<file path="src/rtl/btn_pulse_gen.sv">
// Push-button conditioner: synchronizer, debounce FSM, registered press/release pulses and level.
// Optional long-hold pulse is built only when BTN_LONG_PRESS_EN is defined.
module btn_pulse_gen #(
  parameter int SYNC_STAGES     = 2,
  parameter int DEBOUNCE_CYCLES = 1000000,
  parameter int LONG_CYCLES     = 100000000
) (
  input  logic clk,
  input  logic rst,
  input  logic btn_in,
  output logic btn_level,
  output logic press_pulse,
  output logic release_pulse,
  output logic long_pulse
);

  localparam int CW = $clog2(DEBOUNCE_CYCLES + 1);
  localparam logic [CW-1:0] CNT_MAX = CW'(DEBOUNCE_CYCLES);

  if (SYNC_STAGES < 2) begin : g_bad_sync
    $error("btn_pulse_gen: SYNC_STAGES must be >= 2");
  end
  if (DEBOUNCE_CYCLES < 1) begin : g_bad_deb
    $error("btn_pulse_gen: DEBOUNCE_CYCLES must be >= 1");
  end
  if (LONG_CYCLES < 1) begin : g_bad_long
    $error("btn_pulse_gen: LONG_CYCLES must be >= 1");
  end

  typedef enum logic [1:0] {
    IDLE,
    WAIT_PRESS,
    PRESSED,
    WAIT_RELEASE
  } state_t;

  logic [SYNC_STAGES-1:0] sync_q;
  logic                   btn_sync;
  state_t                 state;
  logic [CW-1:0]          cnt;

  always_ff @(posedge clk or posedge rst) begin
    if (rst) sync_q <= '0;
    else     sync_q <= {sync_q[SYNC_STAGES-2:0], btn_in};
  end

  assign btn_sync = sync_q[SYNC_STAGES-1];

  // Any opposite sample inside a WAIT state drops back and restarts the count.
  always_ff @(posedge clk or posedge rst) begin
    if (rst) begin
      state         <= IDLE;
      cnt           <= '0;
      btn_level     <= 1'b0;
      press_pulse   <= 1'b0;
      release_pulse <= 1'b0;
    end else begin
      press_pulse   <= 1'b0;
      release_pulse <= 1'b0;
      case (state)
        IDLE: begin
          if (btn_sync) begin
            state <= WAIT_PRESS;
            cnt   <= CW'(1);
          end
        end
        WAIT_PRESS: begin
          if (!btn_sync) begin
            state <= IDLE;
            cnt   <= '0;
          end else if (cnt == CNT_MAX) begin
            state       <= PRESSED;
            press_pulse <= 1'b1;
            btn_level   <= 1'b1;
            cnt         <= '0;
          end else begin
            cnt <= cnt + 1'b1;
          end
        end
        PRESSED: begin
          if (!btn_sync) begin
            state <= WAIT_RELEASE;
            cnt   <= CW'(1);
          end
        end
        WAIT_RELEASE: begin
          if (btn_sync) begin
            state <= PRESSED;
            cnt   <= '0;
          end else if (cnt == CNT_MAX) begin
            state         <= IDLE;
            release_pulse <= 1'b1;
            btn_level     <= 1'b0;
            cnt           <= '0;
          end else begin
            cnt <= cnt + 1'b1;
          end
        end
        default: begin
          state <= IDLE;
          cnt   <= '0;
        end
      endcase
    end
  end

`ifdef BTN_LONG_PRESS_EN
  localparam int LW = $clog2(LONG_CYCLES + 1);
  localparam logic [LW-1:0] LONG_MAX = LW'(LONG_CYCLES);

  logic [LW-1:0] long_cnt;

  // Saturating hold counter; release bounces keep counting, only IDLE clears it.
  always_ff @(posedge clk or posedge rst) begin
    if (rst) begin
      long_cnt   <= '0;
      long_pulse <= 1'b0;
    end else begin
      long_pulse <= 1'b0;
      if (state == IDLE) begin
        long_cnt <= '0;
      end else if ((state == PRESSED || state == WAIT_RELEASE) && long_cnt != LONG_MAX) begin
        long_cnt   <= long_cnt + 1'b1;
        long_pulse <= (long_cnt == (LONG_MAX - 1'b1));
      end
    end
  end
`else
  assign long_pulse = 1'b0;
`endif

endmodule

</file>
<file path="config.mk">
export PLATFORM = sky130hd
export DESIGN_NAME = btn_pulse_gen
export DESIGN_NICKNAME = d
export VERILOG_FILES = /design/src/rtl/btn_pulse_gen.sv
export SDC_FILE = /design/constraint.sdc
export NUM_CORES = 1
export LEC_CHECK = 0
export BUFFER_PORTS_ARGS = -buffer_cell sky130_fd_sc_hd__buf_2
export CAP_MARGIN = 10
export CORE_MARGIN = 10
export CORE_UTILIZATION = 36
export CTS_CLUSTER_SIZE = 8
export DETAILED_ROUTE_END_ITERATION = 7
export GPL_ROUTABILITY_DRIVEN = 0
export GPL_TIMING_DRIVEN = 0
export PLACE_DENSITY = 0.61
export SLEW_MARGIN = 25
export SYNTH_ARGS = -nofsm -noshare
export SYNTH_HDL_FRONTEND = slang
export SYNTH_SLANG_ARGS = --single-unit
</file>
<file path="constraint.sdc">
create_clock -name clk -period 2.5 [get_ports clk]
set_input_delay 0 -clock clk [delete_from_list [all_inputs] [get_ports clk]]
set_output_delay 0 -clock clk [all_outputs]
set_load 0.1 [all_outputs]
</file>
After elaboration in Yosys (flattened, before gate mapping):

Index checks and enable logic that the tools add are counted.

* output and inout port bits: 4
* flip-flop bits (word level): 27
* input port bits: 3
* logic and storage cells: 47

* reduce and logical (&&, ||, !) cells: 5
* add/sub/neg operators: 1
* mux-type cells: 23
* eq/ne operators: 12

Operator list (number)
* 2-to-1 mux 20 bit: 5
* one-hot mux 20 bit (4 select lines): 1
* adder 20 x 1 -> 20 bit, second input constant: 1
* == test 20 bit, second input constant: 1
* 2-to-1 mux 2 bit: 6
* inequality test 2 bit, second input constant: 6
* 2-to-1 mux 1 bit: 9
* one-hot mux 2 bit (4 select lines): 1
* inequality test 3 bit, second input constant: 2
* AND reduction 5 bit: 1
* == test 2 bit, second input constant: 2
* AND reduction 4 bit: 1
* == test 2 x 1 -> 1 bit, second input constant: 1
* logical NOT 2 bit: 1
* one-hot mux 1 bit (2 select lines): 1
* AND reduction 2 bit: 1
* nonzero test 2 bit: 1

Longest topological paths before layout:

* depth after elaboration: 4
* gate-level depth with buffers: 8
* gate-level depth less buffers: 7

Worst setup path before layout:

No wires, ideal clock.

* kind: register -> register
* start point: register cnt[0]
* end point: register cnt[18]
* path slack: 704 ps
* stages on the path, launching flop included: 8
* buffers on the path: 0
* required time: 2431 ps
* clock period less this slack: 1796 ps
* arrival time: 1727 ps
* library setup time: 69 ps
* path through: dfrtp_1 -> inv_1 -> ha_1 -> and4bb_1 -> and3_4 -> a21o_4 -> or4_1 -> nand3_1

* longest elaborated chain between the ends: 4
* elaborated cells between the ends (all ways): 6
* those cells by class: add/sub (1); eq/ne (1); mux (4)

RTL lines
* from (decl): RTL line 40 `logic [CW-1:0] cnt;`
* from (signal assigned): RTL line 77 `cnt <= cnt + 1'b1;`
* from (signal assigned): RTL line 96 `cnt <= cnt + 1'b1;`
* adder 20 x 1 -> 20 bit or == test 20 bit (tied branches)
* 2-to-1 mux 20 bit *: RTL line 71, 90
* 2-to-1 mux 20 bit (on tied branches): RTL line 87, 68
* one-hot mux 20 bit (4 select lines) *: RTL line 60 `case (state)`

Mark *: on every way between the ends. The rest lies on a longest branch, timed or not.
A chain may end at the register's enable or synchronous reset.

Final worst setup path:

* start point: register cnt[2]
* end point: register cnt[7]

Same word-level chain as after synthesis.

==> reports/qor.txt <==
Status = completed
Die H = 84.8 µm
Max-Cap Viols = 0
Crit path cell chain = nor4_1 > and3_4 > a21o_4 > buf_6 > o21ai_0 > a22o_2
Final net count = 178
Yosys top cell area share = 44.7%
Die width = 84.8 µm
GRT Overall Usage = 9.50%
Clock Path Buffers = 2
Post-synth EDFFs = 0
Vias in the first global route = 1194
Routed vias/inst = 5.54
Final Util = 41.3%
FF-to-FF setup slack = 490 ps
# DRC = 0
Crit-path slowest cell = nor4_1
Worst-path fanout max = 10
Via count of the routed design = 1229
Final setup TNS = 0 ps
Antenna cells = 0
Worst reg-to-reg path cell count = 6
CTS H-tree depth = 1
Port bufs = 5
Buf/Inv on CP = 1
Starting Density = 37.5%
FF+latch count, synth = 27
Global-route wire length before repair = 5810 µm
Post-Route WL = 3270 µm
Clock transition at path regs = 100 ps
Post-synth top flop = dfrtp_1
Power density over cell area = 779 nW/µm²
Clock sinks = 27
Max Freq = 498 MHz
Drt pass-1 iters = 4
Crit path capture type = register
Largest delay share family, worst path = simple AND/OR/NAND/NOR gates
R2r endpoint = cnt[7]
DIE AREA = 7190 µm²
Fraction of registers with async set/reset = 100%
Slew @ Worst Pin = 574 ps
Most frequent cells in the layout = dfrtp_1 (27), nand2_1 (15), a21oi_1 (14)
DRT antenna net count = 0
Synthesized netlist cell count = 161
Synth area leader = dfrtp_1
Pleak = 0.000687 µW
Post-cts resize count = 0
RSZ-0062 raised after global routing = false
CTS Root Buffer Type = clkbuf_8
Relative slew slack = 61.7%
CTS tree = built
Final period utilization = 80.4%
Pins Over Slew Limit = 0
Num rows = 23
Max stage delay on crit path = 500 ps
Fin crit period = 2010 ps
DR iter-0 viols = 107
Core area = 4030 µm²
IO Pins = 7
Critical path startpoint category = register
Worst Skew = 4.71 ps
DPL Wire Length = 2310 µm
Post-layout power = 1300 µW
R2R Path Start = cnt[2]
Post-DP Area = 1600 µm²
Setup violators final = 0
Mapped cell area = 1510 µm²
Warnings, synthesis = 0
VDD IR max = 0.000328 V
Initial antenna violation count = 0
Hold Fails Final Rpt = 0
Avg Cell Area, Syn = 9.38 µm²
Num CTS Buffers = 3
Synth top area cells = dfrtp_1 (45%), a21oi_1 (4.6%), a31oi_1 (4.1%), nand2_1 (3.7%), o21ai_0 (3.6%)
Req. time, crit path = 2680 ps
Global route total overflow = 0
Hold Slack = 317 ps
Worst hold-check path type = input pin to async pin
DR WL/cell = 14.7 µm
Register area share after synthesis = 44.7%
Share of layout cells above drive strength 1 = 18.6%
Largest net degree at the start of global routing = 28
Worst Path Arrival = 2180 ps
Most common cell after layout, fill and taps aside = dfrtp_1
Final Cell Area = 1660 µm²
Syn-to-layout area delta = 10.2%
Clk Latency, worst-skew pair = 280 ps
Distinct cells, synth = 42
Syn Nets = 166
Crit Path Category = register to register
## metal layers
layer / GRT usage [%] / vias up / share of wire [%]
met1: 11.9 / 603 / 49
met2: 15.7 / 21 / 47
li1: - / 600 / -
met3: 2.51 / 5 / 3.8
met5: 0 / - / 0
met4: 2.25 / 0 / 0.83
## what timing repair did
action,4_1_cts,5_1_grt
endpoints found under the hold margin,6,0
buffers inserted,0,0
hold buffers,2,0
## where the power goes
| group | internal [µW] | leakage (µW) | switching (µW) |
|---|---|---|---|
| clock network | 112 | 0.0000255 | 143 |
| logic | 205 | 0.000296 | 318 |
| registers | 477 | 0.000365 | 42.1 |
| total | 794 | 0.000687 | 503 |
## cell type report
type,count,area [µm²]
clock inverter,1,5.00
multi-input combinational,115,713
fill,418,2360
clock buffer,3,41.3
timing repair buffer,7,45.0
inverter,11,41.3
sequential,27,676
buffer,8,80.1
tap,50,62.6
## cells in the mapped netlist (3+ instances only)
master    number
nor2_1         7
nand3_1       10
dfrtp_1       27
inv_1         11
a31oi_1       10
clkbuf_8       3
nand4_1        4
a21oi_1       14
nand2_1       15
or3_1          3
xor2_1         3
o21ai_0       11
nor3_1         3
nand2b_1       4
## state kept, by name, indices dropped and copies added (netlist names), named ones only
name and count:
press_pulse 1, sync_q 2, btn_level 1, state 1, release_pulse 1, cnt 20
## how the worst max path moves through the flow
stage,startpoint,endpoint,cells past startpoint
finish,cnt[2],cnt[7],6
global route,cnt[2],cnt[7],6
detailed placement,cnt[2],cnt[7],6
global placement,cnt[2],cnt[7],6
floorplan,cnt[0],cnt[18],7
CTS,cnt[2],cnt[7],6
## metrics by stage
step / cells / setup slack [ps]
finish: 222 / 491
global route: 222 / 330
CTS: 222 / 487
detailed placement: 216 / 499
global placement: 216 / 533
floorplan: 161 / 704
## logic make-up (layout without fill, tap and decap cells)
| kind of cell | count (synthesis) | count (layout) | share of synthesized area [%] |
|---|---|---|---|
| buffers and inverters | 19 | 30 | 8.04 |
| AND/OR/NAND/NOR | 64 | 64 | 24.6 |
| other | 1 | 1 | 0.248 |
| flip-flops | 27 | 27 | 44.7 |
| adder cells (fa/ha/maj) | 2 | 2 | 1.66 |
| XOR/XNOR | 3 | 3 | 1.74 |
| AO/OA/AOI/OAI | 45 | 45 | 19.0 |
## worst register-to-register path: stages (launching register included)
cell     delay [ps]
dfrtp_1         450
nor4_1          500
and3_4          300
a21o_4          150
buf_6           140
o21ai_0          90
a22o_2          290
(Power assumes the default switching activity.)
